**src/rtl/counter_bcd_chain.sv**
```systemverilog
// Cascaded modulo-RADIX digit counter (BCD by default) with load, clear,
// up/down counting, terminal-count detection and optional saturation.
module counter_bcd_chain #(
  parameter int NUM_DIGITS = 2,
  parameter int RADIX      = 10,
  parameter int SATURATE   = 0
) (
  input  logic                    clock,
  input  logic                    reset_n,
  input  logic                    clear,
  input  logic                    load,
  input  logic                    enable,
  input  logic                    up_dn,
  input  logic [4*NUM_DIGITS-1:0] din,
  output logic [4*NUM_DIGITS-1:0] dout,
  output logic                    cout,
  output logic                    tc,
  output logic                    sat
);

  localparam int         W      = 4 * NUM_DIGITS;
  localparam logic [3:0] MAXD   = 4'(RADIX - 1);
  localparam bit         SAT_EN = (SATURATE != 0);

  logic [W-1:0] count_q;
  logic [W-1:0] count_next;
  logic [W-1:0] load_value;
  logic         cout_q;
  logic         sat_q;
  logic         all_max;
  logic         all_zero;
  logic         ripple;
  logic [3:0]   digit;
  logic [3:0]   eff;

  // Out-of-range digits are treated as RADIX-1 for every carry/borrow decision.
  always_comb begin
    all_max    = 1'b1;
    all_zero   = 1'b1;
    ripple     = 1'b1;
    count_next = count_q;
    load_value = '0;
    digit      = '0;
    eff        = '0;
    for (int i = 0; i < NUM_DIGITS; i++) begin
      digit = count_q[4*i +: 4];
      eff   = (digit > MAXD) ? MAXD : digit;
      if (eff != MAXD) all_max = 1'b0;
      if (eff != 4'd0) all_zero = 1'b0;
      if (ripple) begin
        if (up_dn) count_next[4*i +: 4] = (eff == MAXD) ? 4'd0 : 4'(eff + 4'd1);
        else       count_next[4*i +: 4] = (eff == 4'd0) ? MAXD : 4'(eff - 4'd1);
      end
      ripple = ripple && (up_dn ? (eff == MAXD) : (eff == 4'd0));
      load_value[4*i +: 4] = (din[4*i +: 4] > MAXD) ? MAXD : din[4*i +: 4];
    end
    tc = up_dn ? all_max : all_zero;
  end

  always_ff @(posedge clock or negedge reset_n) begin
    if (!reset_n) begin
      count_q <= '0;
      cout_q  <= 1'b0;
      sat_q   <= 1'b0;
    end else if (clear) begin
      count_q <= '0;
      cout_q  <= 1'b0;
      sat_q   <= 1'b0;
    end else if (load) begin
      count_q <= load_value;
      cout_q  <= 1'b0;
      sat_q   <= 1'b0;
    end else if (enable) begin
      if (SAT_EN && tc) begin
        cout_q <= 1'b0;
        sat_q  <= 1'b1;
      end else begin
        count_q <= count_next;
        cout_q  <= tc;
        sat_q   <= 1'b0;
      end
    end else begin
      cout_q <= 1'b0;
    end
  end

  assign dout = count_q;
  assign cout = cout_q;
  assign sat  = sat_q;

endmodule

```
**config.mk**
```make
export PLATFORM = sky130hd
export DESIGN_NAME = counter_bcd_chain
export DESIGN_NICKNAME = d
export VERILOG_FILES = /design/src/rtl/counter_bcd_chain.sv
export SDC_FILE = /design/constraint.sdc
export NUM_CORES = 1
export LEC_CHECK = 0
export ABC_AREA = 1
export CAP_MARGIN = 40
export CORE_MARGIN = 4
export CORE_UTILIZATION = 42
export DETAILED_ROUTE_END_ITERATION = 8
export PLACE_DENSITY = 0.75
export REMOVE_ABC_BUFFERS = 1
export SETUP_SLACK_MARGIN = 0.5
export SYNTH_ARGS = -nofsm -noshare
export SYNTH_HDL_FRONTEND = slang
export SYNTH_SLANG_ARGS = --single-unit
```
**constraint.sdc**
```tcl
create_clock -name clock -period 1.5 [get_ports clock]
set_input_delay 0.225 -clock clock [delete_from_list [all_inputs] [get_ports clock]]
set_output_delay 0.225 -clock clock [all_outputs]
set_load 0.05 [all_outputs]
```
; ---- Word-level counts from Yosys, hierarchy flattened
; Cells that the tools add are included.
[classes]
n_eq_ne = 4
mux = 26
n_lt_le_gt_ge = 4
n_reduce_logical = 7
addsub = 4
[ops]
columns = op, n
row1 = 2-to-1 mux 4 bit, 11
row2 = 2-to-1 mux 8 bit, 3
row3 = "> comparator 4 bit, second input constant", 4
row4 = 2-to-1 mux 1 bit, 12
row5 = "adder 4 x 1 -> 4 bit, second input constant", 2
row6 = "equality test 4 bit, second input constant", 2
row7 = zero test 4 bit, 2
row8 = "!= test 4 bit, second input constant", 2
row9 = nonzero test 4 bit, 2
row10 = "subtractor 4 x 1 -> 4 bit, second input constant", 2
row11 = nonzero test 3 bit, 2
row12 = AND reduction 2 bit, 1
[word_totals]
ff_bits = 10
output_inout_bits = 11

; ---- Longest topological paths before layout
[depth]
ltp_word = 9
ltp_mapped = 12
depth_no_buf = 12

; ---- Least setup slack after synthesis
; OpenSTA, ideal clock, no wires.
[synth_timing]
kind = register to register
from = register count_q[2], in the netlist dout[2]
to = register cout_q, in the netlist cout
stages_incl_launch_ff = 9
setup_slack_ps = -955
arrival_ps = 2381
path_buffers = 0
cell_sequence = dfrtp_1 > o21ai_0 > nand2_1 > inv_1 > ha_1 > nand3_1 > o22ai_1 > nand2_1 > nor2_1
[synth_between]
elab_chain_cells = 9
elab_cells_between_ends = 12
[synth_lines]
columns = element, line
row1 = "start, declared", 25  ; logic [W-1:0] count_q;
row2 = "start signal, assigned", 70  ; count_q <= load_value;
row3 = "start signal, assigned", 78  ; count_q <= count_next;
row4 = > comparator 4 bit, 47  ; eff = (digit > MAXD) ? MAXD : digit;
row5 = 2-to-1 mux 4 bit *, 47
row6 = != test 4 bit or nonzero test 4 bit (tied branches), "48, 49"
row7 = 2-to-1 mux 1 bit (on tied branches) (2 in series), "48, 49"
row8 = 2-to-1 mux 1 bit *, 57  ; tc = up_dn ? all_max : all_zero;
row9 = named net tc, 17  ; output logic tc,
row10 = 2-to-1 mux 1 bit *, 73  ; end else if (enable) begin
row11 = 2-to-1 mux 1 bit *, 69  ; end else if (load) begin
row12 = 2-to-1 mux 1 bit *, 65  ; end else if (clear) begin
row13 = "end signal, assigned", 79  ; cout_q <= tc;
row14 = "end, declared", 28  ; logic cout_q;
; Mark *: on every way through the listed nets, which the timed path passes. The rest lies on a longest branch.
; A chain may end at the register's enable or synchronous reset.

; ---- Final worst setup path
[layout_timing]
from = register count_q[1], in the netlist dout[1]
to = output port tc
[layout_between]
elab_chain_cells = 6
elab_cells_between_ends = 9
[layout_lines]
columns = element, line
row1 = > comparator 4 bit, 47
row2 = 2-to-1 mux 4 bit *, 47
row3 = != test 4 bit or nonzero test 4 bit (tied branches), "48, 49"
row4 = 2-to-1 mux 1 bit (on tied branches) (2 in series), "48, 49"
row5 = 2-to-1 mux 1 bit *, 57
row6 = "end, declared", 17
; Every way passes the cells marked *; elsewhere a longest branch is shown, timed or not.

==> results.md <==
- Final slew viol count: 0
- Site Rows: 16
- Maximum VDD drop: ~0.85 mV
- Full die area: just under 3000 um2
- Adder-Cell Fraction of Synth Area: ~8.4%
- Pin count of the biggest net entering global routing: 10
- XOR/XNOR share of the synthesized area: 0.979%
- Simple-Gate Fraction of Synth Area: between 40 and 50%
- Worst-case reg-to-reg path depth: 14
- Final period util: 138%
- Post-synthesis compound-gate area fraction: slightly below 10%
- Crit start category: flop
- Sequential share of the synthesized area: ~25%
- Post-place setup slack: -0.299 ns
- IO Pins: 25
- Flops & latches, synth: 9
- CTS Buf Count: 3
- First-pass GRT wire length: slightly above 6000 um
- Synth Cell Area: a little under 900 um2
- DR vias: about 1400
- Worst setup EP type: output pin
- Die Span Y: between 50 and 60 um
- Synth area leaders: dfrtp_1 25%, nand2_1 23%, ha_1 8.4%
- Count leader, synth: nand2_1
- RePlAce Congestion: 0.889
- Post-route minimum period: 2.07 ns
- Layout Nets: between 200 and 250
- Final hold vios: 0
- Final setup fails: 9
- Aggregate global routing overflow: 0
- Yosys warning count: 0
- Skew-Pair Late Insertion Delay: about 0.28 ns
- Core area: approximately 2000 um2
- Root Driver: clkbuf_4
- RSZ-0062 raised after global routing: true
- Critical path arrival: 1.85 ns
- Clock Sinks: 9
- Largest family of logic cells by synthesized area: simple AND/OR/NAND/NOR gates
- 1st-iter DRT viols: between 100 and 150
- Outcome: finished with violations
- Share of cells above drive strength 1: approximately 44%
- Skew final: 0.00154 ns
- Hold Buf Count CTS: 0
- Netlist cell types: 21
- Antenna diode count: 0
- Multiplexer share of the synthesized area: 0%
- First-pass iteration count of the detailed router: 4
- Area Growth Syn to Fin: 99.9%
- Post-route setup TNS: -3.93 ns
- CTS Buffer Depth: 2
- Static Leakage: 0.900 nW
- Fmax: between 0.4 and 0.5 GHz
- Setup ws final: -0.571 ns
- Failing checks: negative setup slack
- Worst Hold Class: in2async
- Routed wire per std cell: ~18 um
- Crit-path max FO: 3
- Yosys top cell area share: 25.2%
- P per Cell Area: between 800 and 900 nW/um2
- DR DRC count: 0
- Post-DP HPWL: 2270 um
- Ys async rst share: 100%
- PortBufs: 23
- Required time worst endpoint: 1.27 ns
- Clk slew on worst S/H paths: approximately 0.07 ns
- Top cells by count, synth: 55 x nand2_1, 17 x nor2_1, 13 x nand3_1
- Syn Inst Count: ~150
- Max Cap Viol: 0
- Tot GR Track Use: between 20 and 30%
- TritonCTS clock tree: yes
- Post-route ant nets: 0
- Number of fill cells: slightly above 90
- Chip Width: about 54 um
- CTS HTree Levels: 1
- R2r setup slk: -0.54 ns
- Vias per inst: around 5.6
- Leading area contributor after synthesis: dfrtp_1
- Final WL: 4300 um
- Vias in the first global route: ~1300
- Starting Density: roughly 45%
- Ys flop type: dfrtp_1
- Critical path class: reg2out
- Syn avg cell area: between 6 and 7 um2
- Count of flip-flops with a built-in enable after synthesis: 0
- Initial antenna violation count: 0
## cells in the final DEF, fill, tap and decap left out, types with 2 or more instances in the layout
master,synthesis,routed
a21oi_1,5,4
buf_12,0,9
buf_4,1,25
buf_6,1,19
clkbuf_4,0,3
clkdlybuf4s50_1,0,13
dfrtp_1,9,9
ha_2,0,2
ha_4,0,4
inv_1,11,9
inv_2,6,8
nand2_1,55,48
nand2_2,4,9
nand2_4,0,2
nand3_1,13,8
nand3_2,0,4
nor2_1,17,12
nor2_2,2,6
nor3_1,2,2
o21ai_0,10,6
o21ai_1,0,3
## metal layers
| layer | routed length, um | global-route usage, % | part of all wire [%] | vias up |
|---|---|---|---|---|
| met5 | 0 | 0 | 0 | - |
| met4 | 223 | 14.5 | 5.2 | 0 |
| met3 | 373 | 5.26 | 8.7 | 29 |
| met2 | 2120 | 50.8 | 49 | 105 |
| met1 | 1580 | 34.8 | 37 | 623 |
| li1 | - | - | - | 608 |
## through the flow
| step | std cells | power [mW] | hold slack [ns] | utilization [%] | area (um2) |
|---|---|---|---|---|---|
| floorplan | 146 | 0.664 | -0.0706 | - | 862 |
| global placement | 221 | 0.999 | 0.549 | 70.0 | 1400 |
| detailed placement | 221 | 1.02 | 0.560 | 70.0 | 1400 |
| CTS | 237 | 1.42 | 0.266 | 85.1 | 1700 |
| global route | 243 | 1.65 | 0.267 | 89.3 | 1790 |
| finish | 243 | 1.59 | 0.255 | 89.3 | 1790 |
## worst max-delay path, stage by stage, from the launching register on
cell,delay (ns)
dfrtp_1,0.42
o21ai_2,0.25
nand2_2,0.14
inv_2,0.10
ha_4,0.15
nand3_4,0.08
o22ai_4,0.17
buf_6,0.13
buf_12,0.12
## timing repair
action                     in CTS  in global routing
setup buffers                  12                  6
pin swaps                      17                  9
gates resized for setup        50                 10
setup endpoints to repair      19                 19
## power by group
part,internal (mW),switching (mW),total (mW)
registers,0.269,0.0270,0.296
logic,0.518,0.567,1.09
clock network,0.103,0.103,0.207
total,0.891,0.697,1.59
## flip-flops by register name (all words and copies together), names as in the netlist
name and cells:
cout 1, dout 8
## final timing paths
kind                         start      end
hold reg to reg            dout[0]  dout[0]
setup / recovery           dout[1]       tc
min in group clock          enable     cout
setup reg to reg           dout[5]     cout
hold / removal             reset_n  dout[6]
max in group asynchronous  reset_n  dout[2]
## logic make-up after synthesis
family	after synthesis
flops	9
compound gates	17
other cells	1
simple gates	95
fa+ha+maj	6
buf+inv	20
xor+xnor	1
## area by class of cell
| type | count | area, um2 | area share (%) |
|---|---|---|---|
| Tap cell | 27 | 33.8 | 1.89 |
| Clock buffer | 4 | 26.3 | 1.47 |
| Inverter | 17 | 63.8 | 3.57 |
| Multi-Input combinational cell | 120 | 727 | 40.7 |
| Timing Repair Buffer | 66 | 712 | 39.8 |
| Sequential cell | 9 | 225 | 12.6 |
Power figures use the tool's default switching activity.
